### src/rtl/uart_tx_pmod.sv
`default_nettype none
// ============================================================================
// Module   : uart_tx_pmod
// Purpose  : 8N1 UART transmitter; one byte per valid/ready handshake onto an
//            idle-high PMOD line (start, 8 data bits LSB first, stop bit(s)).
// Revision : 1.0 - initial release
// ============================================================================
module uart_tx_pmod #(
  parameter int CLK_FREQ     = 100_000_000,
  parameter int BAUD         = 9600,
  parameter int CLKS_PER_BIT = (CLK_FREQ + BAUD / 2) / BAUD,
  parameter int STOP_BITS    = 1
) (
  input  logic       CLK100MHZ,
  input  logic       ck_rst,
  input  logic [7:0] tx_data,
  input  logic       tx_valid,
  output logic       tx_ready,
  output logic       uart_tx_of_pmod,
  output logic       busy
);

  localparam int              c_cw        = $clog2(CLKS_PER_BIT);
  localparam logic [c_cw-1:0] c_last      = c_cw'(CLKS_PER_BIT - 1);
  localparam logic [2:0]      c_last_stop = 3'(STOP_BITS - 1);

  typedef enum logic [1:0] {
    S_IDLE  = 2'd0,
    S_START = 2'd1,
    S_DATA  = 2'd2,
    S_STOP  = 2'd3
  } state_t;

  state_t          r_state, w_state_nxt;
  logic [c_cw-1:0] r_baud,  w_baud_nxt;
  logic [2:0]      r_bit,   w_bit_nxt;
  logic [7:0]      r_shift, w_shift_nxt;
  logic            w_line_nxt;
  logic            w_accept;
  logic            w_bit_end;

  // tx_ready is a registered copy of (state == IDLE), so it is safe to use here
  assign w_accept  = tx_valid & tx_ready;
  assign w_bit_end = (r_baud == c_last);

  always_comb begin
    w_state_nxt = r_state;
    w_baud_nxt  = r_baud;
    w_bit_nxt   = r_bit;
    w_shift_nxt = r_shift;
    unique case (r_state)
      S_IDLE: begin
        if (w_accept) begin
          w_state_nxt = S_START;
          w_shift_nxt = tx_data;
          w_baud_nxt  = '0;
          w_bit_nxt   = '0;
        end
      end
      S_START: begin
        if (w_bit_end) begin
          w_state_nxt = S_DATA;
          w_baud_nxt  = '0;
          w_bit_nxt   = '0;
        end else begin
          w_baud_nxt = r_baud + c_cw'(1);
        end
      end
      S_DATA: begin
        if (w_bit_end) begin
          w_baud_nxt = '0;
          if (r_bit == 3'd7) begin
            w_state_nxt = S_STOP;
            w_bit_nxt   = '0;
          end else begin
            w_bit_nxt   = r_bit + 3'd1;
            w_shift_nxt = {1'b0, r_shift[7:1]};
          end
        end else begin
          w_baud_nxt = r_baud + c_cw'(1);
        end
      end
      S_STOP: begin
        // bit index is reused to count stop bits
        if (w_bit_end) begin
          w_baud_nxt = '0;
          if (r_bit == c_last_stop) begin
            w_state_nxt = S_IDLE;
            w_bit_nxt   = '0;
          end else begin
            w_bit_nxt = r_bit + 3'd1;
          end
        end else begin
          w_baud_nxt = r_baud + c_cw'(1);
        end
      end
      default: w_state_nxt = S_IDLE;
    endcase

    // line value is derived from the next state so the output is a plain flop
    case (w_state_nxt)
      S_START: w_line_nxt = 1'b0;
      S_DATA:  w_line_nxt = w_shift_nxt[0];
      default: w_line_nxt = 1'b1;
    endcase
  end

  always_ff @(posedge CLK100MHZ or negedge ck_rst) begin
    if (!ck_rst) begin
      r_state         <= S_IDLE;
      r_baud          <= '0;
      r_bit           <= '0;
      r_shift         <= '0;
      uart_tx_of_pmod <= 1'b1;
      tx_ready        <= 1'b1;
      busy            <= 1'b0;
    end else begin
      r_state         <= w_state_nxt;
      r_baud          <= w_baud_nxt;
      r_bit           <= w_bit_nxt;
      r_shift         <= w_shift_nxt;
      uart_tx_of_pmod <= w_line_nxt;
      tx_ready        <= (w_state_nxt == S_IDLE);
      busy            <= (w_state_nxt != S_IDLE);
    end
  end

endmodule
`default_nettype wire

### config.mk
export PLATFORM = sky130hd
export DESIGN_NAME = uart_tx_pmod
export DESIGN_NICKNAME = d
export VERILOG_FILES = /design/src/rtl/uart_tx_pmod.sv
export SDC_FILE = /design/constraint.sdc
export NUM_CORES = 1
export LEC_CHECK = 0
export BUFFER_PORTS_ARGS = -buffer_cell sky130_fd_sc_hd__buf_2
export CORE_UTILIZATION = 56
export DETAILED_ROUTE_END_ITERATION = 16
export GPL_TIMING_DRIVEN = 1
export PLACE_DENSITY = 0.75
export SKIP_CTS_REPAIR_TIMING = 1
export SYNTH_ARGS = -nofsm -noshare
export SYNTH_HDL_FRONTEND = slang
export SYNTH_SLANG_ARGS = --single-unit
### constraint.sdc
create_clock -name CLK100MHZ -period 2.8 [get_ports CLK100MHZ]
set_input_delay 0.56 -clock CLK100MHZ [delete_from_list [all_inputs] [get_ports CLK100MHZ]]
set_output_delay 0.56 -clock CLK100MHZ [all_outputs]
set_load 0.02 [all_outputs]
==> results.toml, run 1 <==
[run_status]
status = "finished, final reports clean"

[synth]
synth_top_area_share_pct = 42.4
ys_types = 42
synthTopCellsByCount = "dfrtp_1, nand2_1, o21ai_0, nor2_1"
synth-edff-count = 0
synth_cells = 173
ys_seq_elements = 30
yosysWarnings = 0
synth_most_common_cell = "dfrtp_1"
netlist_area_sq_um = 1650
syn_nets = 189
ys_seq_area_share_pct = 45.6
yosysTopAreaCell = "dfrtp_1"
synth.avg_cell_area_sq_um = 9.55
synth_area_leaders = "dfrtp_1, nand2_1, o21ai_0"
ys_dominant_reg_cell = "dfrtp_1"
async_reset_ff_share_pct = 100

[clock_tree]
cts_tree = "yes"
cts_root_buf = "clkbuf_4"
clk_latency_ns = 0.33
clockBufferDepth = 2
htree_levels = 2
numCtsBuffers = 5
cts_num_sinks = 30
clk_pin_slew_worst_paths_ns = 0.09

[worst_setup_path]
path_class = "reg2reg"
endpoint_kind = "register"
crit_path_end = "r_shift[4]"
regToRegEndpoint = "r_shift[4]"
critical_path.startpoint = "r_baud[0]"
critPathLaunchType = "register"
reg2regPathDepth = 7
cp_max_fo = 9
crit_required_ns = 3.03
r2r_slack_ns = 0.46
critPathArrivalTime_ns = 2.57
regToRegStartpoint = "r_baud[0]"

[drt]
drtAntennaViolNets = 0
totalWireLength_mm = 3.33
drtPass1Iterations = 4
drc_errors = 0
num_vias = 1339
via_per_inst = 6.06
first_iter_violations = 103
wl_per_cell_um = 15.1

[placement]
dp_hpwl_mm = 2.32
gp_congestion = 0.848
port_buffers = 13
dp_cells = 213

[grt]
grt_pass1_wl_mm = 5.69
grt_max_degree = 31
grtUsageTotal_pct = 23.4
antenna_found_initial = 0
grt.overflow.total = 0
grt_pass1_vias = 1308

[power]
ir_drop_mv = 0.483
power_leakage_nw = 0.871
power_density_nw_per_um2 = 671

[layout]
diodes = 0
fin_nets = 205
syn2layout_area_growth_pct = 8.94
drive_above_1_share_pct = 16.8
stdcell_count = 221

[die]
io_pins = 14
dieWidth_um = 56.3
die-height_um = 56.3
num_rows = 19
core_area_sq_um = 2780
initial_core_util_pct = 59.4
die_area_sq_um = 3170

[flow_run]
cap_violations = 0

[sta]
setup_tns_ns = 0
fin_crit_sh_pct = 83.6
clock_skew_ns = 0.00721
tightest_slew_ns = 0.669
rsz0062_at_grt = "false"
max_freq_mhz = 427
final_max_slew_viol_count = 0
slew_headroom_pct = 55.4
period_minus_slack_ns = 2.34
finalSetupViolations = 0
finalHoldViolCount = 0

[hold_path]
hold_path_class = "in2async"
==> power by group <==
part / leakage (nW) / switching [mW] / total [mW] / internal (mW)
clock: 0.0353 / 0.143 / 0.264 / 0.121
combinational: 0.449 / 0.178 / 0.314 / 0.136
sequential: 0.386 / 0.100 / 0.629 / 0.529
==> registers in the layout, summed over array words and instances (netlist names) <==
name / count
r_state: 2
uart_tx_of_pmod: 1
tx_ready: 1
r_baud: 14
busy: 1
r_bit: 3
r_shift: 8
==> worst max-delay path, cell delays in order (launching register included) <==
cell	delay [ns]
dfrtp_1	0.46
inv_1	0.09
ha_1	0.16
nand4bb_1	0.27
nor4_4	0.46
and4bb_1	0.48
nor2_2	0.12
a21o_1	0.20
==> metal layers <==
layer | vias to the layer above | wire length (um) | global-route usage [%]
li1 | 651 | - | -
met5 | - | 0 | 0
met3 | 6 | 127 | 6.91
met2 | 29 | 1590 | 38.6
met4 | 0 | 48 | 8.71
met1 | 653 | 1560 | 29.0
==> area by class of cell <==
| cell class | count | area [sq um] |
|---|---|---|
| Timing Repair Buffer | 16 | 87.6 |
| Multi-Input combinational cell | 126 | 822 |
| Clock buffer | 7 | 55.1 |
| Tap cell | 31 | 38.8 |
| Fill cell | 245 | 982 |
| Sequential cell | 30 | 753 |
| Clock inverter | 1 | 5.00 |
| Inverter | 10 | 37.5 |
==> metrics by stage <==
step                      cell area, sq um  worst slack [ns]  utilization [%]  power, mW  hold slack (ns)
after floorplan                       1650             0.852                -      0.844            0.264
after global placement                1740             0.603             62.5      0.923            0.459
after detailed placement              1740             0.465             62.5      0.948            0.466
after CTS                             1800             0.473             64.7       1.22            0.260
after global routing                  1800             0.282             64.7       1.29            0.298
final                                 1800             0.460             64.7       1.21            0.259
==> kinds of logic (layout without fill, tap and decap cells) <==
kind of cell    Yosys count  after routing  synth area share [%]
mux                       2              2                  1.21
xor+xnor                  4              4                  2.12
flops                    30             30                  45.6
compound gates           48             48                  20.3
fa+ha+maj                 5              5                  3.79
buf+inv                  17             34                  4.62
simple gates             67             67                  22.3
==> cells in the final DEF, fill, tap and decap left out, drive strengths merged, types with 6 or more instances in the layout <==
cell    count
a21o        6
dfrtp      28
inv        10
nor2       12
o21ai      22
clkbuf      7
nand3       9
nand2      22
a22o        7
buf        16
==> worst min path at each step <==
stage                     startpoint         end  depth (start not counted)
final                         ck_rst  r_shift[4]                          1
after global routing          ck_rst  r_shift[4]                          1
after CTS                     ck_rst  r_shift[4]                          1
after detailed placement  r_shift[5]  r_shift[5]                          1
after global placement    r_shift[6]  r_shift[6]                          1
after floorplan               ck_rst        busy                          0
No activity file was read; power rests on OpenSTA's default activity.
==> run 2: changes to the inputs <==
- ABC_AREA: default -> 1
- CORE_UTILIZATION: 56 -> 54
- PLACE_DENSITY: 0.75 -> 0.76
- clock period: 2.8 -> 1.9 ns (I/O delays scaled with it)
==> run 2 against run 1 <==
  * Clock skew increased by 0.0033 ns
  * Die area is 16% higher
  * Routed wire length increased by 6.3%
  * First-iteration DRC count fell by 46%
  * Via count is 10% higher
  * Global-route usage decreased by 0.56 points
  * Critical path type unchanged
  * Critical endpoint is now uart_tx_of_pmod
==> results.toml, run 2 <==
[sta]
tightest_slew_ns = 0.650
finalHoldViolCount = 0
setup_tns_ns = 0
finalSetupViolations = 0
final_max_slew_viol_count = 0
slew_headroom_pct = 56.7
clock_skew_ns = 0.0105
max_freq_mhz = 563
fin_crit_sh_pct = 93.4
rsz0062_at_grt = "true"
period_minus_slack_ns = 1.78
finalWorstSetupSlack_ns = 0.125

[worst_setup_path]
regToRegEndpoint = "uart_tx_of_pmod"
slowest_delay_ns = 0.44
critical_path.startpoint = "r_baud[0]"
path_buf_inv = 2
path_class = "reg2reg"
reg2regPathDepth = 13
cp_max_fo = 11
critPathArrivalTime_ns = 2.05
regToRegStartpoint = "r_baud[0]"
critPathLaunchType = "register"
crit_required_ns = 2.17
crit_family = "simple AND/OR/NAND/NOR gates"
endpoint_kind = "register"
crit_path_end = "uart_tx_of_pmod"
path_cells = "inv_1 > ha_1 > inv_1 > nor2_1 > nand2_2 > nor2_4 > nand2_4 > nand2_8 > nand3_2 > nand2_2 > nand2_1 > nand2_1 > nand2_1"
cp_common_cell = "nand2_1"
worstSetupPathDepth = 13
r2r_slack_ns = 0.12
slowest_stage = "dfrtp_1"

[synth]
synth_area_leaders = "dfrtp_1, nand2_1, inv_1"
ys_seq_area_share_pct = 40.6
synthTopCellsByCount = "nand2_1, inv_1, dfrtp_1, nand3_1, nor2_1"
ys_types = 38
synth-edff-count = 0
yosysWarnings = 0
async_reset_ff_share_pct = 100
synth_cells = 224
ys_dominant_reg_cell = "dfrtp_1"
synth.avg_cell_area_sq_um = 8.29
syn_nets = 240
synth_most_common_cell = "nand2_1"
synth_top_area_share_pct = 37.7
yosysTopAreaCell = "dfrtp_1"
ys_seq_elements = 30
netlist_area_sq_um = 1860

[layout]
reg.largest.list = "r_baud x14, r_shift x8, r_bit x3"
largest_reg_flops = 14
top_register = "r_baud"
fin_nets = 258
syn2layout_area_growth_pct = 9.97
diodes = 0
most-common-layout-cells = "nand2_1, inv_1, dfrtp_1"
post-route-cell-area_sq_um = 2040
layout_commonest_cell = "nand2_1"
drive_above_1_share_pct = 25.1

[drt]
first_iter_violations = 56
via_per_inst = 5.14
num_vias = 1475
wl_per_cell_um = 12.3
totalWireLength_mm = 3.54
drtPass1Iterations = 4
drc_errors = 0
drtAntennaViolNets = 0

[placement]
pre_cts_ws_ns = 0.125
dp_hpwl_mm = 2.63
place_area_sq_um = 1940
gp_congestion = 0.905
port_buffers = 13

[run_status]
status = "finished, final reports clean"

[grt]
grt_pass1_wl_mm = 6.09
grtUsageTotal_pct = 22.8
grt_pass1_vias = 1388
grt_max_degree = 31
antenna_found_initial = 0
grt.overflow.total = 0

[clock_tree]
cts_root_buf = "clkbuf_4"
numCtsBuffers = 5
clk_pin_slew_worst_paths_ns = 0.10
clockBufferDepth = 2
clk_latency_ns = 0.33
htree_levels = 2
cts_num_sinks = 30
cts_tree = "yes"

[die]
core_area_sq_um = 3150
die-height_um = 60.6
dieWidth_um = 60.6
initial_core_util_pct = 58.9
io_pins = 14
num_rows = 20
die_area_sq_um = 3680

[flow_run]
cap_violations = 0

[power]
power_leakage_nw = 1.01
ir_drop_mv = 0.356
power_density_nw_per_um2 = 581

[hold_path]
hold_path_class = "in2async"
-- run 2: worst min path at each step --
stage	start	end	slack, ns	cells after the start
after floorplan	ck_rst	busy	0.08	0
final	ck_rst	r_baud[10]	0.07	1
after detailed placement	ck_rst	r_baud[12]	0.46	1
after CTS	ck_rst	r_baud[10]	0.08	1
after global routing	ck_rst	r_baud[10]	0.12	1
after global placement	ck_rst	r_baud[12]	0.45	1
-- run 2: stage by stage --
step | utilization (%) | hold WS (ns) | std cells | power (mW)
4_1_cts | 64.2 | 0.0831 | 287 | 1.20
3_5_place_dp | 61.5 | 0.458 | 279 | 0.674
2_1_floorplan | - | 0.0844 | 224 | 0.651
5_1_grt | 64.8 | 0.123 | 287 | 1.24
3_3_place_gp | 61.5 | 0.452 | 279 | 0.673
6_report | 64.8 | 0.0661 | 287 | 1.19
-- run 2: cell families (layout without fill, tap and decap cells) --
logic type | count (synthesis) | in the layout | synth area share (%)
AND/OR/NAND/NOR | 113 | 113 | 31.6
buffers and inverters | 40 | 59 | 10.4
AO/OA/AOI/OAI | 34 | 34 | 13.1
flip-flops | 30 | 30 | 40.6
adder cells (fa/ha/maj) | 5 | 5 | 3.37
XOR/XNOR | 2 | 2 | 0.944
-- run 2: where the power goes --
part	leakage, nW	switching (mW)	internal (mW)
combinational	0.651	0.0141	0.00707
sequential	0.313	0	0.638
clock	0.0455	0.213	0.314
total	1.01	0.227	0.959
-- run 2: per-layer routing --
layer	track usage (%)	wire length [um]
met1	30.6	1730
met2	34.7	1670
met3	5.97	91
met4	10.4	47
met5	0	0
-- run 2: cell type report --
class / instances / area [sq um]
Fill cell: 288 / 1110
Multi-Input combinational cell: 154 / 928
Sequential cell: 30 / 753
Inverter: 36 / 140
Timing Repair Buffer: 15 / 80.1
Clock buffer: 7 / 55.1
Tap cell: 44 / 55.1
Clock inverter: 1 / 30.0
